### src/rtl/mux16_rr_scheduler.sv
// mux16_rr_scheduler: round-robin owner of an external 16:1 bit mux.
// The block drives the mux select, takes the mux output back and presents
// it as a serial beat stream. Each requester keeps the mux for a burst of up
// to HOLD accepted beats.
//
// Handshake: a beat transfers in any cycle where out_valid && out_ready.
// out_valid only depends on the current grant and req[s], never on
// out_ready. While out_valid is high, s and out_bit stay stable until the
// beat is accepted or the requester withdraws its request.
//
// The FSM state is visible on `busy` (IDLE -> 0, GRANT -> 1).
module mux16_rr_scheduler #(
    parameter int N_REQ = 16,
    parameter int SEL_W = 4,
    parameter int HOLD  = 4
) (
    input  logic             clk,
    input  logic             rst,
    input  logic [N_REQ-1:0] req,
    input  logic             y,
    input  logic             out_ready,
    output logic [SEL_W-1:0] s,
    output logic             out_bit,
    output logic             out_valid,
    output logic [N_REQ-1:0] ack,
    output logic             busy,
    output logic [3:0]       beat_cnt
);

    typedef enum logic {
        IDLE  = 1'b0,
        GRANT = 1'b1
    } state_t;

    localparam logic [3:0] HOLD_CNT = 4'(HOLD);

    state_t           state_q, state_d;
    logic [SEL_W-1:0] s_q, s_d;
    logic [SEL_W-1:0] last_q, last_d;
    logic [3:0]       beat_cnt_q, beat_cnt_d;

    logic             found;
    logic [SEL_W-1:0] winner;
    logic [SEL_W-1:0] idx;
    logic             accept;

    // Rotating priority search: the first set req bit after the last grant,
    // wrapping modulo N_REQ, so the previous owner is checked last.
    always_comb begin
        found  = 1'b0;
        winner = '0;
        idx    = '0;
        for (int i = 1; i <= N_REQ; i++) begin
            idx = last_q + SEL_W'(i);
            if (!found && req[idx]) begin
                found  = 1'b1;
                winner = idx;
            end
        end
    end

    // Next-state logic and handshake outputs. Reset suppresses the beat
    // outputs so that no ack can be issued in the reset cycle.
    always_comb begin
        state_d    = state_q;
        s_d        = s_q;
        last_d     = last_q;
        beat_cnt_d = beat_cnt_q;
        out_valid  = 1'b0;
        ack        = '0;
        busy       = 1'b0;
        accept     = 1'b0;

        case (state_q)
            IDLE: begin
                if (found) begin
                    state_d    = GRANT;
                    s_d        = winner;
                    last_d     = winner;
                    beat_cnt_d = '0;
                end
            end
            GRANT: begin
                busy      = 1'b1;
                out_valid = req[s_q] & ~rst;
                accept    = out_valid & out_ready;
                if (accept) begin
                    ack = N_REQ'(1) << s_q;
                end
                if (!req[s_q]) begin
                    // Withdrawal: nothing accepted, give the mux up.
                    state_d = IDLE;
                end else if (accept) begin
                    beat_cnt_d = beat_cnt_q + 4'd1;
                    if (beat_cnt_q + 4'd1 == HOLD_CNT) begin
                        state_d = IDLE;
                    end
                end
            end
            default: begin
                state_d = IDLE;
            end
        endcase
    end

    // State registers; reset leaves requester 0 with first priority.
    always_ff @(posedge clk) begin
        if (rst) begin
            state_q    <= IDLE;
            s_q        <= '0;
            last_q     <= '1;
            beat_cnt_q <= '0;
        end else begin
            state_q    <= state_d;
            s_q        <= s_d;
            last_q     <= last_d;
            beat_cnt_q <= beat_cnt_d;
        end
    end

    assign s        = s_q;
    assign out_bit  = y;
    assign beat_cnt = beat_cnt_q;

endmodule

### config.mk
export PLATFORM = sky130hd
export DESIGN_NAME = mux16_rr_scheduler
export DESIGN_NICKNAME = d
export VERILOG_FILES = /design/src/rtl/mux16_rr_scheduler.sv
export SDC_FILE = /design/constraint.sdc
export NUM_CORES = 1
export LEC_CHECK = 0
export CORE_MARGIN = 5
export CORE_UTILIZATION = 30
export DETAILED_ROUTE_END_ITERATION = 12
export GPL_TIMING_DRIVEN = 0
export HOLD_SLACK_MARGIN = 0.08
export PLACE_DENSITY_LB_ADDON = 0.1
export SYNTH_ARGS = -nofsm -noshare
export SYNTH_HDL_FRONTEND = slang
export SYNTH_SLANG_ARGS = --single-unit
### constraint.sdc
create_clock -name clk -period 4.9 [get_ports clk]
set_input_delay 1.47 -clock clk [delete_from_list [all_inputs] [get_ports clk]]
set_output_delay 1.47 -clock clk [all_outputs]
set_load 0.02 [all_outputs]
==> results.tsv, run 1 <==
stage	metric	value	unit
place	port bufs	45	
logic_synthesis	post-synthesis register bit count	13	
global_routing	Total Routing Usage GR	18.6	%
final_layout	layout cells sized above 1	31.7	%
place	RePlAce Congestion	0.904	
setup_path	nature of the critical path endpoint	primary output	
clock_network	clock buffer depth	2	
final_layout	FF+latch area	262	sq um
clock_network	Clock Latency Late Sink	0.24	ns
detailed_routing	WL final	12.1	mm
final_layout	Multi-input gate area	2850	sq um
global_routing	vias in the first global route	3357	
clock_network	depth of the CTS H-tree	1	
sta	Worst-Margin Slew	0.925	ns
setup_path	Critical Path Source Type	input port	
die	Core ar.	10700	sq um
logic_synthesis	Post-Synthesis Cells	363	
setup_path	R2R Path End	last_q[1]	
final_layout	# fillers	1160	
setup_path	Setup crit start	req[2]	
setup_path	cell family with the largest share of critical-path delay	multiplexers	
final_layout	Post-Layout Inst Area	4020	sq um
setup_path	CP max stage cell	mux4_2	
setup_path	max incr delay on CP	0.48	ns
logic_synthesis	Synthesized Nets	392	
hold_path	Hold Crit Class	reg -> reg	
detailed_routing	DRC	0	
logic_synthesis	ys flop type	dfxtp_1	
setup_path	crit path kind	in -> out	
sta	Final setup viols	0	
global_routing	pin count of the biggest net entering global routing	20	
place	DP Worst Slack	-1.45	ns
die	starting density of the core	30.3	%
place	detailed placer's ending HPWL	9.52	mm
run	max-cap viol count	0	
final_layout	final cell count without fillers	559	
die	io pins	47	
die	die extent in x	114	microns
final_layout	P&R area growth vs syn	23.6	%
setup_path	R2R Path Start	last_q[0]	
logic_synthesis	FFs w/ async S/R, synth	0	%
sta	Hold Vio Cnt, Final	0	
sta	RSZ-0062 raised after global routing	false	
die	full die area	13000	sq um
global_routing	first-pass GRT wire length	19.3	mm
setup_path	r2r worst-path depth	16	
clock_network	clk sinks	13	
die	chip height	114	microns
setup_path	Critical Path RT	3.43	ns
detailed_routing	Initial DRT Pass Iterations	4	
clock_network	Num CTS Buffers	3	
setup_path	Worst Path Arrival	3.36	ns
clock_network	Clock transition at path regs	0.05	ns
sta	Tcrit/Tclk final	98.6	%
logic_synthesis	synthesized area	3250	sq um
outcome	status	completed	
logic_synthesis	post-synthesis cell type count	71	
clock_network	root buf cell	clkbuf_8	
detailed_routing	via density per instance	6.04	
logic_synthesis	sequential element share of the synthesized area	8.00	%
setup_path	Worst Setup EP	ack[0]	
setup_path	R2R Setup Slk	0.22	ns
final_layout	n_diodes	0	
setup_path	crit path cell chain	buf_4 -> mux4_2 -> mux4_2 -> and3_4 -> and2_4 -> or3b_4 -> nor3_2 -> buf_4	
place	Cell Area, Placed	3880	sq um
logic_synthesis	Avg Inst Size Synth	8.97	sq um
logic_synthesis	EDFF count, synth	0	
sta	final period demand of the worst path	4.83	ns
sta	Slew Limit Fails	0	
sta	headroom to the max-slew limit	37.9	%
sta	skew final	0.00467	ns
sta	fmax	0.207	GHz
final_layout	most frequent cells in the layout	mux4_2 (39), nor2_1 (32), nand2_1 (27)	
final_layout	commonest non-fill, non-tap cell in the layout	mux4_2	
global_routing	antenna violations before repair	0	
global_routing	Remaining Overflow, GRT	0	
place	Post-Place Cells	548	
detailed_routing	DRT antenna net count	0	
detailed_routing	DRT iter0 DRCs	189	
detailed_routing	vias	3378	
setup_path	WP depth	8	
final_layout	Final #Nets	449	
clock_network	CTS tree	yes	
detailed_routing	post-DR wirelength/cell	21.6	microns
setup_path	Buf+Inv Stages, Crit Path	2	
setup_path	critical path peak fanout	8	
die	Std-Cell Rows	38	
sta	PnR worst setup slack	0.0702	ns
clock_network	# hold bufs at CTS	0	
logic_synthesis	yosys warns	0	
[worst min path at each step]
stage                     start           to  slack [ns]  cells past startpoint
floorplan           beat_cnt[1]  beat_cnt[1]        0.58                      2
global placement    beat_cnt[3]      state_q        0.52                      2
detailed placement  beat_cnt[3]      state_q        0.53                      2
CTS                 beat_cnt[1]  beat_cnt[1]        0.54                      2
global route        beat_cnt[1]  beat_cnt[1]        0.57                      2
finish              beat_cnt[3]      state_q        0.54                      2
[synthesized netlist by cell type, types with 3 or more instances]
cell / instances / area, sq um
a21oi_1: 25 / 125
a31oi_1: 3 / 18.8
a32oi_1: 3 / 26.3
and2_1: 3 / 18.8
buf_2: 5 / 25.0
buf_6: 4 / 45.0
clkbuf_1: 10 / 37.5
dfxtp_1: 13 / 260
ha_1: 9 / 113
inv_1: 15 / 56.3
inv_2: 3 / 11.3
mux2_1: 8 / 90.1
mux2_2: 9 / 101
mux2i_1: 19 / 190
mux4_2: 38 / 856
nand2_1: 27 / 101
nand2b_1: 5 / 31.3
nand3_1: 12 / 60.1
nand3b_1: 4 / 30.0
nand4_1: 6 / 37.5
nor2_1: 32 / 120
nor3_1: 7 / 35.0
o211ai_1: 5 / 37.5
o21ai_0: 22 / 110
o31ai_1: 3 / 22.5
xnor2_1: 6 / 52.6
xor2_1: 5 / 43.8
[per-layer routing]
layer	GRT usage, %	share of wire [%]	up-vias
li1	-	-	1556
met1	26.9	45	1672
met2	30.2	47	146
met3	3.54	7.3	4
met4	1.58	0.39	0
met5	0	0	-
[cell families after synthesis]
family                   share of synthesized area, %
AO/OA/AOI/OAI                                    20.4
XOR/XNOR                                         2.96
adder cells (fa/ha/maj)                          3.46
buffers and inverters                            5.73
flip-flops                                       8.00
multiplexers                                     40.1
AND/OR/NAND/NOR                                  19.4
[sequential cells by signal (all words and copies together), names as in the netlist]
| name | cells |
|---|---|
| beat_cnt | 4 |
| last_q | 4 |
| state_q | 1 |
| s | 4 |
[stage by stage]
stage	util [%]	hold WS (ns)	setup TNS, ns
after global placement	36.2	0.524	-35.32
after detailed placement	36.2	0.529	-35.50
after floorplan	-	0.584	0
after CTS	36.8	0.540	0
final	37.4	0.541	0
after global routing	37.4	0.569	0
[worst min-delay path, cell delays in order, from the launching register on]
cell and delay (ns):
dfxtp_1 0.36, o31ai_1 0.09, o21ai_0 0.05
[cell type report]
type | instances | area share (%)
plain buffers | 17 | 3.11
clock buffers | 3 | 1.03
clock inverters | 1 | 0.124
inverters | 19 | 1.87
multi-input cells | 311 | 70.7
flip-flops and latches | 13 | 6.50
well taps | 140 | 4.35
repair buffers | 55 | 12.3
[repair_timing]
| item | CTS | global route |
|---|---|---|
| pin swaps | 4 | 1 |
| setup buffers | 8 | 2 |
| endpoints found under the setup margin | 30 | 24 |
| gates resized for setup | 161 | 32 |
Power of run 1 is left out: the tool's default activity adds up to more than one toggle a clock period on the data nets, which glitch-free logic cannot reach.
==> run 2, diff against run 1 <==
--- a/config.mk
+++ b/config.mk
@@ -6,7 +6,7 @@
 export NUM_CORES = 1
 export LEC_CHECK = 0
 export CORE_MARGIN = 5
-export CORE_UTILIZATION = 30
+export CORE_UTILIZATION = 40
 export DETAILED_ROUTE_END_ITERATION = 12
 export GPL_TIMING_DRIVEN = 0
 export HOLD_SLACK_MARGIN = 0.08
==> run 2 against run 1 <==
Compared with the run above: the flow now finishes with violations (DRC); core utilization grew 11 points; routed wire length shrank 7.4%; critical path depth is the same; sequential share of layout area grew 0.21 points; worst hold slack gained 0.0051 ns; maximum frequency shrank 0.35%; critical path type unchanged.
==> results.tsv, run 2 (same netlist as run 1, synthesis figures left out) <==
stage	metric	value	unit	change
outcome	status	finished with violations		
outcome	failing checks	DRC		
setup_path	critical path peak fanout	8		unchanged
sta	Final setup viols	0		unchanged
setup_path	max incr delay on CP	0.48	ns	about the same
global_routing	antenna violations before repair	0		unchanged
sta	RSZ-0062 raised after global routing	false		
global_routing	GRT met1 Usage	31.8	%	+4.9 points
final_layout	# fillers	798		-31%
sta	hold_ws	0.546	ns	+0.00505 ns
detailed_routing	DRT iter0 DRCs	272		+44%
setup_path	R2R Setup Slk	0.20	ns	-0.02 ns
final_layout	P&R area growth vs syn	19.8	%	
detailed_routing	Initial DRT Pass Iterations	10		+6
setup_path	nature of the critical path endpoint	primary output		
detailed_routing	post-DR wirelength/cell	21.5	microns	-0.49%
die	Std-Cell Rows	33		-13%
clock_network	Num CTS Buffers	3		unchanged
global_routing	grt met2 use	35.0	%	+4.8 points
setup_path	CP max stage cell	mux4_2		
die	die extent in x	100	microns	-12%
detailed_routing	DRC	1		+1
global_routing	Remaining Overflow, GRT	0		unchanged
clock_network	clk sinks	13		unchanged
clock_network	root buf cell	clkbuf_8		
setup_path	cell family with the largest share of critical-path delay	multiplexers		
global_routing	Total Routing Usage GR	22.3	%	+3.7 points
final_layout	most frequent cells in the layout	mux4_2 (39), nor2_1 (32), nand2_1 (27)		
sta	headroom to the max-slew limit	33.4	%	-4.5 points
run	max-cap viol count	0		unchanged
detailed_routing	WL final	11.2	mm	-7.4%
global_routing	gr busiest metal	met2		
global_routing	met3 usage	3.89	%	+0.35 points
clock_network	Clock Latency Late Sink	0.24	ns	about the same
sta	Slew Limit Fails	0		unchanged
clock_network	CTS tree	yes		
die	starting density of the core	40.4	%	+10 points
global_routing	pin count of the biggest net entering global routing	11		-45%
detailed_routing	DRT antenna net count	0		unchanged
final_layout	n_diodes	0		unchanged
detailed_routing	via density per instance	6.51		+7.7%
hold_path	Hold Crit Class	reg -> reg		
final_layout	Final #Nets	445		-0.89%
setup_path	Buf+Inv Stages, Crit Path	2		unchanged
global_routing	first-pass GRT wire length	17.9	mm	-7.2%
detailed_routing	vias	3383		+0.15%
die	io pins	47		unchanged
setup_path	Critical Path RT	3.43	ns	about the same
die	chip height	100	microns	-12%
clock_network	depth of the CTS H-tree	1		unchanged
clock_network	clock buffer depth	2		unchanged
final_layout	commonest non-fill, non-tap cell in the layout	mux4_2		
final_layout	layout cells sized above 1	31.3	%	-0.42 points
place	port bufs	45		unchanged
setup_path	Critical Path Source Type	input port		
die	Core ar.	8050	sq um	-25%
sta	Tcrit/Tclk final	98.9	%	+0.35 points
setup_path	Most Frequent Cell on Critical Path	mux4_2		
sta	skew final	0.00526	ns	+0.000587 ns
sta	Hold Vio Cnt, Final	0		unchanged
sta	final period demand of the worst path	4.85	ns	+0.0170 ns
place	detailed placer's ending HPWL	8.71	mm	-8.5%
setup_path	crit path kind	in -> out		
clock_network	# hold bufs at CTS	0		unchanged
sta	Worst-Margin Slew	0.971	ns	+0.0457 ns
place	RePlAce Congestion	0.946		+4.6%
setup_path	Worst Path Arrival	3.38	ns	+0.02 ns
sta	fmax	0.206	GHz	-0.35%
die	full die area	10000	sq um	-23%
clock_network	Clock transition at path regs	0.06	ns	about the same
setup_path	crit path cell chain	buf_6 -> mux4_2 -> mux4_2 -> and3_4 -> and2_4 -> or3b_4 -> nor3_2 -> buf_4		
global_routing	vias in the first global route	3347		-0.30%
## run 2: changes by cell type in the layout (fill, tap and decap cells not counted), sizes merged
cell,before,now
clkbuf,11,15
buf,45,42
clkdlybuf4s15,6,1
## run 2: worst register-to-register path, stage by stage, from the launching register on
cell and delay [ns]:
dfxtp_2 0.40, clkbuf_2 0.24, buf_6 0.28, clkinvlp_4 0.19, ha_1 0.36, buf_6 0.14
buf_6 0.14, mux4_2 0.43, mux4_2 0.54, buf_2 0.22, or3_1 0.45, a311oi_1 0.28
o32ai_1 0.14, a21oi_1 0.19, o21ai_0 0.22, a221o_1 0.37
## run 2: path summary, 6_finish.rpt
path	from	endpoint	cells after the start
setup / recovery	req[7]	ack[0]	8
hold / removal	beat_cnt[1]	beat_cnt[1]	2
setup reg to reg	last_q[1]	last_q[1]	15
hold reg to reg	beat_cnt[1]	beat_cnt[1]	2
## run 2: final cells by class
class                           instances  area, sq um  area share, %
Buffer                                 18          121           3.11
Clock buffer                            3         41.3           1.06
Clock inverter                          1         5.00          0.128
Inverter                               19         75.1           1.93
Multi-Input combinational cell        311         2830           72.6
Sequential cell                        13          262           6.71
Tap cell                              105          131           3.37
Timing Repair Buffer                   50          430           11.0
## run 2: what timing repair did
item                                    in CTS  in global routing
buffers inserted                             5                  0
endpoints found under the hold margin        0                  0
endpoints found under the setup margin      30                 23
pin swaps                                    3                  0
gates resized for setup                    149                 55
## run 2: metrics by stage
stage | setup WS (ns) | util, % | std cells | setup TNS, ns | cell area [sq um]
2_1_floorplan | 0.0186 | - | 363 | 0 | 3260
3_3_place_gp | -1.33 | 47.7 | 513 | -33.15 | 3840
3_5_place_dp | -1.25 | 47.7 | 513 | -32.79 | 3840
5_1_grt | 0.0119 | 48.4 | 520 | 0 | 3900
6_report | 0.0533 | 48.4 | 520 | 0 | 3900
4_1_cts | 0.00464 | 47.6 | 521 | 0 | 3830
## run 2: per-layer routing
| layer | wire, microns | vias up |
|---|---|---|
| met2 | 5020 | 190 |
| met3 | 1060 | 27 |
| li1 | - | 1553 |
| met1 | 4860 | 1613 |
| met4 | 268 | 0 |
| met5 | 0 | - |
Power of run 2 is left out for the same reason.
==> RTL edit, RTL diff (flow settings as in run 2) <==
Set the parameter `SEL_W` to 5 (it was 4).
--- a/src/rtl/mux16_rr_scheduler.sv
+++ b/src/rtl/mux16_rr_scheduler.sv
@@ -12,5 +12,5 @@
 module mux16_rr_scheduler #(
     parameter int N_REQ = 16,
-    parameter int SEL_W = 4,
+    parameter int SEL_W = 5,
     parameter int HOLD  = 4
 ) (
Interface: changed (resized s); port bits go from 47 to 48. No check against the original RTL was run, so the function may have changed too.
==> RTL edit against run 2 <==
  * Sequential share of layout area is 0.32 points higher
  * Setup slack improved by 0.041 ns
  * Utilization rose by 0.79 points
  * Sequential cell count up 2
  * Wire length is 18% higher
  * Design area rose by 10%
  * Non-clock buffer count up 6
  * Synthesized area up 9.5%
  * First-iteration DRC count is the same
  * Final cell count grew 15%
  * Hold slack better by 0.010 ns
  * Critical path type unchanged
  * Critical endpoint is now ack[4]
Power is left out: the tool's default activity adds up to more than one toggle a clock period on the data nets, which glitch-free logic cannot reach.
==> RTL edit: results (changes against run 2) <==
Parameter                              Value

Cells and area
  Cell area after layout    4290 um^2 (+10%)
  Fraction of final layout cells with drive strength greater than 1    0.252 (-0.0612)
  Number of inserted filler cells in the final layout    884 (+11%)
  Number of non-filler instances in the completed layout    600 (+15%)

Critical path
  Critical Path Start    req[3]
  Peak fanout along the critical path    6 (-2)
  Capture point of the worst path    ack[4]
  Worst path max stage delay    0.50 ns (+0.02 ns)
  Critical R2R Capture    last_q[2]$_SDFFE_PP1P_
  Worst Path Arrival    3.34 ns (-0.04 ns)

Synthesis
  Number of nets in the synthesized netlist    471 (+20%)
  Yosys cell types    61 (-14%)
  Most instantiated cells after synthesis    nor2_1, a21oi_1, mux2i_1
  Portion of the post-synthesis area used by sequential elements    0.0843 (+0.00430)
  Cell count after synthesis    437 (+20%)

GRT
  Maximum number of pins on one net before global-route repair    14 (+3)
  Wire length of the first global-routing pass    20800 um (+16%)
  Fraction of met2 tracks used by global routing    0.366 (+0.0155)
  Global Route Usage Sum    0.231 (+0.00847)
  Met3 Usage GRT    0.0279 (-0.0110)
  Vias in the first global route    3762 (+12%)
  Met1 layer usage reported by global route    0.335 (+0.0169)

STA
  Setup Skew    0.00699 ns (+0.00174 ns)
  Slew headroom    0.419 (+0.0850)
  Post-route worst hold slack    0.556 ns (+0.0103 ns)
  Period Utilization, post-route    0.981 (-0.00843)

CTS
  Resized cells post-CTS    145 (-2.7%)
  Number of setup buffers added after CTS    3 (-2)

Routing
  Number of optimization iterations in the first detailed-route pass    4 (-6)
  Wire length per cell    22.0 um (+2.1%)
  Met1 layer wirelength in the final routing    6000 um (+24%)
  Metal3 WL    954 um (-10%)
  WL met2    6000 um (+20%)
  Via count    3887 (+15%)

Placement
  Half-perimeter wire length after placement    10200 um (+17%)
  Placed Area    4160 um^2 (+8.3%)
  Number of placed instances with taps included    591 (+15%)
  Worst slack after detailed placement    -1.01 ns (+0.246 ns)
  Buffers on Ports    46 (+2.2%)
  Placer congestion estimate    0.970 (+2.6%)

Outcome
  Run status    completed
RTL edit: cell count changes in the layout (fill, tap and decap cells not counted), sizes merged, moves of 6 or more:
| cell | before | now |
|---|---|---|
| nor2 | 33 | 50 |
| mux2i | 19 | 34 |
| a21oi | 25 | 35 |
| inv | 18 | 8 |
| mux4 | 40 | 31 |
| xnor2 | 6 | 15 |
| a211oi | 2 | 9 |
| nor3 | 8 | 15 |
| mux2 | 18 | 12 |
| nand2b | 5 | 11 |
RTL edit: logic make-up (layout without fill, tap and decap cells):
family	after synthesis	in the layout	synth area share
and+or+nand+nor	153	153	0.218
AOI/OAI and AO/OA	122	122	0.223
muxes	77	77	0.329
buffers and inverters	33	88	0.0397
xor gates and xnor gates	23	23	0.0565
DFF	15	15	0.0843
adders and majority gates	14	14	0.0492
RTL edit: area by class of cell:
type,instances,share of cell area
Multi-Input combinational cell,389,0.758
Timing Repair Buffer,51,0.0910
Sequential cell,15,0.0703
Tap cell,108,0.0315
Buffer,23,0.0283
Inverter,10,0.00992
Clock buffer,3,0.00962
Clock inverter,1,0.00117
RTL edit: worst min-delay path by stage:
stage | from | end | cells after the start
after floorplan | s[4]$_SDFFE_PP0P_ | s[4]$_SDFFE_PP0P_ | 2
after global placement | s[4]$_SDFFE_PP0P_ | s[4]$_SDFFE_PP0P_ | 2
after detailed placement | s[4]$_SDFFE_PP0P_ | s[4]$_SDFFE_PP0P_ | 2
after CTS | s[4]$_SDFFE_PP0P_ | s[4]$_SDFFE_PP0P_ | 2
after global routing | beat_cnt[1]$_SDFFE_PP0P_ | beat_cnt[1]$_SDFFE_PP0P_ | 2
final | beat_cnt[3]$_SDFFE_PP0P_ | state_q$_SDFF_PP0_ | 2
